<file path="config.mk">
export PLATFORM = sky130hd
export DESIGN_NAME = vga_frame_sched
export DESIGN_NICKNAME = d
export VERILOG_FILES = /design/src/rtl/vga_frame_sched.sv
export SDC_FILE = /design/constraint.sdc
export NUM_CORES = 1
export LEC_CHECK = 0
export BUFFER_PORTS_ARGS = -buffer_cell sky130_fd_sc_hd__buf_2
export CAP_MARGIN = 20
export CORE_ASPECT_RATIO = 0.9
export CORE_MARGIN = 5
export CORE_UTILIZATION = 58
export DETAILED_ROUTE_END_ITERATION = 10
export PLACE_DENSITY = 0.83
export SLEW_MARGIN = 10
export SYNTH_ARGS = -nofsm -noshare
export SYNTH_HDL_FRONTEND = slang
export SYNTH_SLANG_ARGS = --single-unit
</file>
<file path="constraint.sdc">
create_clock -name clk -period 4.2 [get_ports clk]
set_input_delay 0.42 -clock clk [delete_from_list [all_inputs] [get_ports clk]]
set_output_delay 0.42 -clock clk [all_outputs]
set_load 0.01 [all_outputs]
</file>
<file path="src/rtl/vga_frame_sched.sv">
`default_nettype none
// ============================================================================
//  Module   : vga_frame_sched
//  Purpose  : Shadows host colour/pattern writes and commits them to the live
//             outputs at the start of vertical blanking; optional auto-step of
//             the pattern select every N frames.
//  Revision : 1.0  initial release
// ============================================================================
module vga_frame_sched #(
    parameter int          COUNT_W  = 10,
    parameter int          V_ACTIVE = 480,
    parameter logic [11:0] DEF_FG   = 12'hFFF,
    parameter logic [11:0] DEF_BG   = 12'h000,
    parameter logic [7:0]  DEF_PER  = 8'd60
) (
    input  logic               clk,
    input  logic               rst,
    input  logic [COUNT_W-1:0] count_h_i,
    input  logic [COUNT_W-1:0] count_v_i,
    input  logic               cfg_valid_i,
    output logic               cfg_ready_o,
    input  logic [1:0]         cfg_addr_i,
    input  logic [11:0]        cfg_data_i,
    output logic [11:0]        bg_colour_o,
    output logic [11:0]        fg_colour_o,
    output logic [1:0]         pattern_sel_o,
    output logic [7:0]         frame_cnt_o,
    output logic               commit_o
);

    localparam logic [COUNT_W-1:0] C_V_ACTIVE = COUNT_W'(V_ACTIVE);
    localparam logic [7:0]         C_DEF_PER  = (DEF_PER == 8'd0) ? 8'd1 : DEF_PER;

    typedef enum logic [1:0] {
        ST_CLEAN  = 2'd0,
        ST_DIRTY  = 2'd1,
        ST_COMMIT = 2'd2
    } state_t;

    state_t      state_q;

    logic [11:0] sh_bg_q,  bg_q;
    logic [11:0] sh_fg_q,  fg_q;
    logic [1:0]  sh_pat_q, pat_q;
    logic        sh_auto_q, auto_q;
    logic [7:0]  sh_per_q, per_q;
    logic [7:0]  age_q;
    logic [7:0]  frame_cnt_q;
    logic        commit_q;

    logic        w_frame_tick;
    logic        w_do_commit;
    logic        w_accept;
    logic [1:0]  pat_d;
    logic [7:0]  per_d;

    assign w_frame_tick = (count_v_i == C_V_ACTIVE) && (count_h_i == '0);
    assign w_do_commit  = w_frame_tick && (state_q == ST_DIRTY);
    assign cfg_ready_o  = !w_do_commit;
    assign w_accept     = cfg_valid_i && cfg_ready_o;
    assign pat_d        = pat_q + 2'd1;
    // Period 0 is stored as 1 so the age compare below never underflows.
    assign per_d        = (cfg_data_i[7:0] == 8'd0) ? 8'd1 : cfg_data_i[7:0];

    always_ff @(posedge clk) begin
        if (rst) begin
            state_q     <= ST_CLEAN;
            sh_bg_q     <= DEF_BG;
            sh_fg_q     <= DEF_FG;
            sh_pat_q    <= 2'd0;
            sh_auto_q   <= 1'b0;
            sh_per_q    <= C_DEF_PER;
            bg_q        <= DEF_BG;
            fg_q        <= DEF_FG;
            pat_q       <= 2'd0;
            auto_q      <= 1'b0;
            per_q       <= C_DEF_PER;
            age_q       <= 8'd0;
            frame_cnt_q <= 8'd0;
            commit_q    <= 1'b0;
        end else begin
            if (w_frame_tick) begin
                frame_cnt_q <= frame_cnt_q + 8'd1;
            end
            commit_q <= w_do_commit;

            case (state_q)
                ST_CLEAN:  if (w_accept) state_q <= ST_DIRTY;
                ST_DIRTY:  if (w_frame_tick) state_q <= ST_COMMIT;
                ST_COMMIT: state_q <= w_accept ? ST_DIRTY : ST_CLEAN;
                default:   state_q <= ST_CLEAN;
            endcase

            // A commit takes priority over an auto step on the same tick.
            if (w_do_commit) begin
                bg_q   <= sh_bg_q;
                fg_q   <= sh_fg_q;
                pat_q  <= sh_pat_q;
                auto_q <= sh_auto_q;
                per_q  <= sh_per_q;
                age_q  <= 8'd0;
            end else if (!auto_q) begin
                age_q <= 8'd0;
            end else if (w_frame_tick) begin
                if (age_q == per_q - 8'd1) begin
                    pat_q    <= pat_d;
                    sh_pat_q <= pat_d;
                    age_q    <= 8'd0;
                end else begin
                    age_q <= age_q + 8'd1;
                end
            end

            // Host writes land after the auto-step shadow update so they win.
            if (w_accept) begin
                case (cfg_addr_i)
                    2'd0: sh_bg_q <= cfg_data_i;
                    2'd1: sh_fg_q <= cfg_data_i;
                    2'd2: begin
                        sh_pat_q  <= cfg_data_i[1:0];
                        sh_auto_q <= cfg_data_i[2];
                    end
                    default: sh_per_q <= per_d;
                endcase
            end
        end
    end

    assign bg_colour_o   = bg_q;
    assign fg_colour_o   = fg_q;
    assign pattern_sel_o = pat_q;
    assign frame_cnt_o   = frame_cnt_q;
    assign commit_o      = commit_q;

endmodule
`default_nettype wire

</file>
Yosys cells after proc, flatten, opt, wreduce, memory -nomap -nowiden. Index checks and enable logic that the tools add are counted.

Flip-flop bits (word level): 89. Latch bits: 0. Memory bits (writable): 0. Memory bits (read-only): 0. Bits of input ports: 37. Output and inout bits: 36. Logic and storage cells: 63. Memories kept: 0.

Add/sub/neg operators: 4. Multiply operators: 0. Divide/modulo/power cells: 0. $lt $le $gt $ge: 0. Eq/ne operators: 8. Shifts and indexed selects: 0. Muxes and demuxes: 16. Bitwise operators: 2. Reduce and logical (&&, ||, !) cells: 19.

Operators with widths (count): 2-bit two-way mux (12); 8-bit by 1-bit adder with 8-bit output (second input constant) (2); 8-bit two-way mux (2); 10-bit by 9-bit equality test with 1-bit output (second input constant) (1); 10-bit logical NOT (1); 2-bit AND reduction (5); 8-bit equality test (1); 8-bit logical NOT (1); 8-bit by 1-bit subtractor with 8-bit output (second input constant) (1); 2-bit case mux with 3 select lines (1); 2-bit nonzero test (3); 3-bit OR reduction (2); 2-bit by 1-bit equality test with 1-bit output (second input constant) (2); 2-bit equality test (second input constant) (2); 2-bit logical NOT (2); 2-bit inequality test (second input constant) (2); 1-bit logical AND (3); 3-bit AND reduction (1); 2-bit by 1-bit adder with 2-bit output (second input constant) (1); 1-bit NOT (2); 1-bit logical NOT (1); 1-bit two-way mux (1).

Logic depth before layout (Yosys ltp).
Depth after elaboration: 8. Gate-level depth with buffers: 9. Depth with buffers taken out: 9.

Least setup slack after synthesis. OpenSTA, ideal clock, no wires.

Kind: register to register. From: register per_q[0]. To: register pat_q[0], in the netlist pattern_sel_o[0]. Library setup time: 0.079 ns. Arrival time: 2.283 ns. Slack: 1.838 ns. Stages on the path, launching flop included: 10. Buffers on the path: 0. Period minus slack after synthesis: 2.362 ns. Cell sequence: dfxtp_1 inv_1 ha_1 xnor2_1 a311o_1 a211o_1 a2111oi_4 nand2_1 xor2_1 a211oi_2.

Cells in the longest elaborated chain, start to end: 4.

Ends and longest elaborated chain: start, declared (RTL line 46) `logic [7:0] sh_per_q, per_q;`; start signal, assigned (RTL line 100) `per_q <= sh_per_q;`; 8-bit by 1-bit subtractor with 8-bit output (RTL line 105) `if (age_q == per_q - 8'd1) begin`; 8-bit equality test (RTL line 105); 2-bit nonzero test (no line); 3-bit AND reduction (no line); end signal, assigned (RTL line 98) `pat_q <= sh_pat_q;`; end signal, assigned (RTL line 106) `pat_q <= pat_d;`; end, declared (RTL line 44) `logic [1:0] sh_pat_q, pat_q;`.

No other way between the ends. A chain may end at the register's enable or synchronous reset.

Worst setup path in the final report. Same ends and word-level chain as after synthesis.

==> impl_metrics.env <==
export IMPL_drcViolationCount=0
export IMPL_synth_flop_cell="dfxtp_1"
export IMPL_yosysWarnings=0
export IMPL_fin_cells=587
export IMPL_comb_power_share_pct=4.9
export IMPL_drv_slew=0
export IMPL_synth_compound_area_share_pct=6.97
export IMPL_final_seq_area_um2=1780
export IMPL_synth_common_cells="106 x nand2_1, 89 x dfxtp_1, 43 x nor2_1"
export IMPL_nFillCells=477
export IMPL_hpwl_mm=5.77
export IMPL_synthMuxAreaShare_pct=6.02
export IMPL_dieArea_um2=8000
export IMPL_synth_top_family_by_area="simple AND/OR/NAND/NOR gates"
export IMPL_wl_mm=8.20
export IMPL_setup_viol=0
export IMPL_rsz0062_at_grt="no"
export IMPL_synthTopCellsByArea="dfxtp_1 49%, nand2_1 11%, mux2i_1 6.0%"
export IMPL_dr_pass1_iters=4
export IMPL_synth_nets=469
export IMPL_placedCellCount=572
export IMPL_tritoncts="built"
export IMPL_syn_area_um2=3660
export IMPL_crit_fanout=6
export IMPL_switching_share_pct=20.9
export IMPL_vias=3065
export IMPL_outcome="finished clean"
export IMPL_synthAdderAreaFrac_pct=1.03
export IMPL_synth_cell_type_count=45
export IMPL_grt_ovfl_total=0
export IMPL_crit_type="flop to flop"
export IMPL_syn_inst=429
export IMPL_multi_input_area_um2=1790
export IMPL_crit_path_end_kind="flop"
export IMPL_synth_xor_area_share_pct=5.74
export IMPL_drt_initial_drc_count=284
export IMPL_nets=536
export IMPL_ir_drop_v=0.000352
export IMPL_start_util_pct=59.9
export IMPL_grt_max_degree=52
export IMPL_required_ps=4470
export IMPL_critical_path_cell_chain="inv_1, ha_1, xnor2_1, a311o_1, a211o_1, a2111oi_4, nand2_1, xor2_1, a211oi_2"
export IMPL_clock_path_buffers=2
export IMPL_syn2layout_area_growth_pct=18.6
export IMPL_cts_max_level=3
export IMPL_synth_most_common_cell="nand2_1"
export IMPL_yosys_area_top_type="dfxtp_1"
export IMPL_cts_resized=0
export IMPL_synth_edf_count=0
export IMPL_antenna_left=0
export IMPL_post_cts_setup_buffer_count=0
export IMPL_p_sw_uw=343
export IMPL_leakage_nw=1.81
export IMPL_gr_usage_all_layers_pct=21.3
export IMPL_clock_skew_ps=9.18
export IMPL_cp_startpoint="per_q[0]$_SDFFE_PP0P_"
export IMPL_maxCapViolations=0
export IMPL_intPower_mw=1.30
export IMPL_period_minus_slack_ps=2620
export IMPL_start_kind="flop"
export IMPL_cts_root_buf="clkbuf_8"
export IMPL_coreArea_um2=6110
export IMPL_yosys_register_bits=89
export IMPL_pin_count=73
export IMPL_worst_slew_pin_slew_ps=729
export IMPL_ys_seq_area_share_pct=48.7
export IMPL_postLayoutCellArea_um2=4340
export IMPL_finalHoldViolations=0
export IMPL_power_frac_seq_pct=52.7
export IMPL_numClockSinks=89
export IMPL_postCtsHoldBufs=0
export IMPL_timing_rr_start="per_q[0]$_SDFFE_PP0P_"
export IMPL_crit_slowest_cell="dfxtp_1"
export IMPL_p_per_area_nw_per_um2=378
export IMPL_hold_path_class="primary input to flop"
export IMPL_synth_avg_cell_area_um2=8.53
export IMPL_min_delay_start="cfg_data_i[10]"
export IMPL_min_period_over_period_pct=62.4
export IMPL_p_clk_share_pct=42.4
export IMPL_dpl_cell_area_um2=4100
export IMPL_max_freq_mhz=382
export IMPL_fp_dieW_um=93.7
export IMPL_n_antenna_cell=0
export IMPL_maxSlewHeadroom_pct=51.2
export IMPL_tns_ps=0
export IMPL_fp_row_count=27
export IMPL_die_h_um=85.4
export IMPL_netlist_area_leader_share_pct=48.7
export IMPL_arrival_ps=2890
export IMPL_grt_pass1_wl_mm=13.8
export IMPL_vias_per_cell=5.22
export IMPL_clk_pin_slew_ps=90
export IMPL_drive_gt1_share_pct=20.8
export IMPL_cpPeakStageDelay_ps=460
export IMPL_insertion_delay_ps=350
export IMPL_async_flop_share_pct=0
export IMPL_cts_inserted_buffers=9
export IMPL_portBuffers=72
export IMPL_antenna_found_initial=0
export IMPL_synth_simple_area_share_pct=28.9
export IMPL_place_congestion=0.772
export IMPL_wl_per_cell_um=14.0
export IMPL_grt_pass1_vias=2954
## kinds of logic after synthesis
family | Yosys count
XOR/XNOR | 24
flip-flops | 89
AO/OA/AOI/OAI | 37
multiplexers | 22
buffers and inverters | 26
AND/OR/NAND/NOR | 228
adder cells (fa/ha/maj) | 3
## worst max-delay path: cells and delay by family (launching register included)
family / cells / cell delay [ps]
buf+inv: 1 / 70
xor+xnor: 2 / 320
compound gates: 4 / 1220
flops: 1 / 460
fa+ha+maj: 1 / 300
simple gates: 1 / 170
## per-layer routing
layer  global-route usage [%]  vias up  wire [µm]
li1                         -     1586          -
met1                     28.2     1404       3830
met2                     34.2       66       3890
met3                     6.65        9        398
met4                     5.12        0         78
met5                        0        -          0
## final timing paths
check             slack [ps]                             to  depth (start not counted)
setup / recovery        1580  pattern_sel_o[0]$_SDFFE_PP0P_                          9
hold / removal           290       sh_fg_q[10]$_SDFFE_PP1P_                          3
setup reg to reg        1580  pattern_sel_o[0]$_SDFFE_PP0P_                          9
hold reg to reg          450    bg_colour_o[9]$_SDFFE_PP0P_                          2
## power by group through the flow
stage | clock (mW) | sequential (mW) | combinational, mW
detailed placement | 0 | 0.885 | 0.0790
CTS | 0.709 | 0.865 | 0.0796
global placement | 0 | 0.884 | 0.0772
floorplan | 0 | 0.883 | 0.0442
global route | 0.751 | 0.867 | 0.0894
finish | 0.696 | 0.865 | 0.0802
## layout make-up
type                       instances  share of cell area (%)
multi-input combinational        314                    41.2
sequential                        89                    41.1
timing repair buffer              78                    9.34
clock buffer                      10                    3.17
tap                               87                    2.51
clock inverter                     5                    2.39
inverter                           4                   0.346
## stage by stage
stage	util, %	power [mW]	hold slack, ps	setup WS [ps]
after floorplan	-	0.927	436	1840
after global placement	67.0	0.961	440	1630
after detailed placement	67.0	0.964	443	1550
after CTS	71.0	1.65	282	1560
after global routing	71.0	1.71	284	1420
final	71.0	1.64	294	1580
## cell usage in the layout (no fill, tap or decap), types with 2 or more instances in the layout
cell and count:
inv_1 3, nand4b_1 2, nor3_1 4, ha_1 3, nand2_1 106, buf_2 72
nor2_1 42, nor4b_1 4, nor2b_1 3, xor2_1 14, nor3b_1 3, bufinv_16 3
o21ai_0 2, dfxtp_1 89, buf_4 6, nand4_1 9, nand3_1 34, or3_1 4
clkbuf_8 10, xnor2_1 10, mux2i_1 22, nor4_1 4, a211oi_2 2, a21oi_1 23
## state kept, by name, indices dropped and copies added, names as in the netlist, 8 cells and up
signal / count
frame_cnt_o: 8
age_q: 8
sh_per_q: 8
sh_fg_q: 12
sh_bg_q: 12
fg_colour_o: 12
per_q: 8
bg_colour_o: 12
No activity file was read; power rests on OpenSTA's default activity.
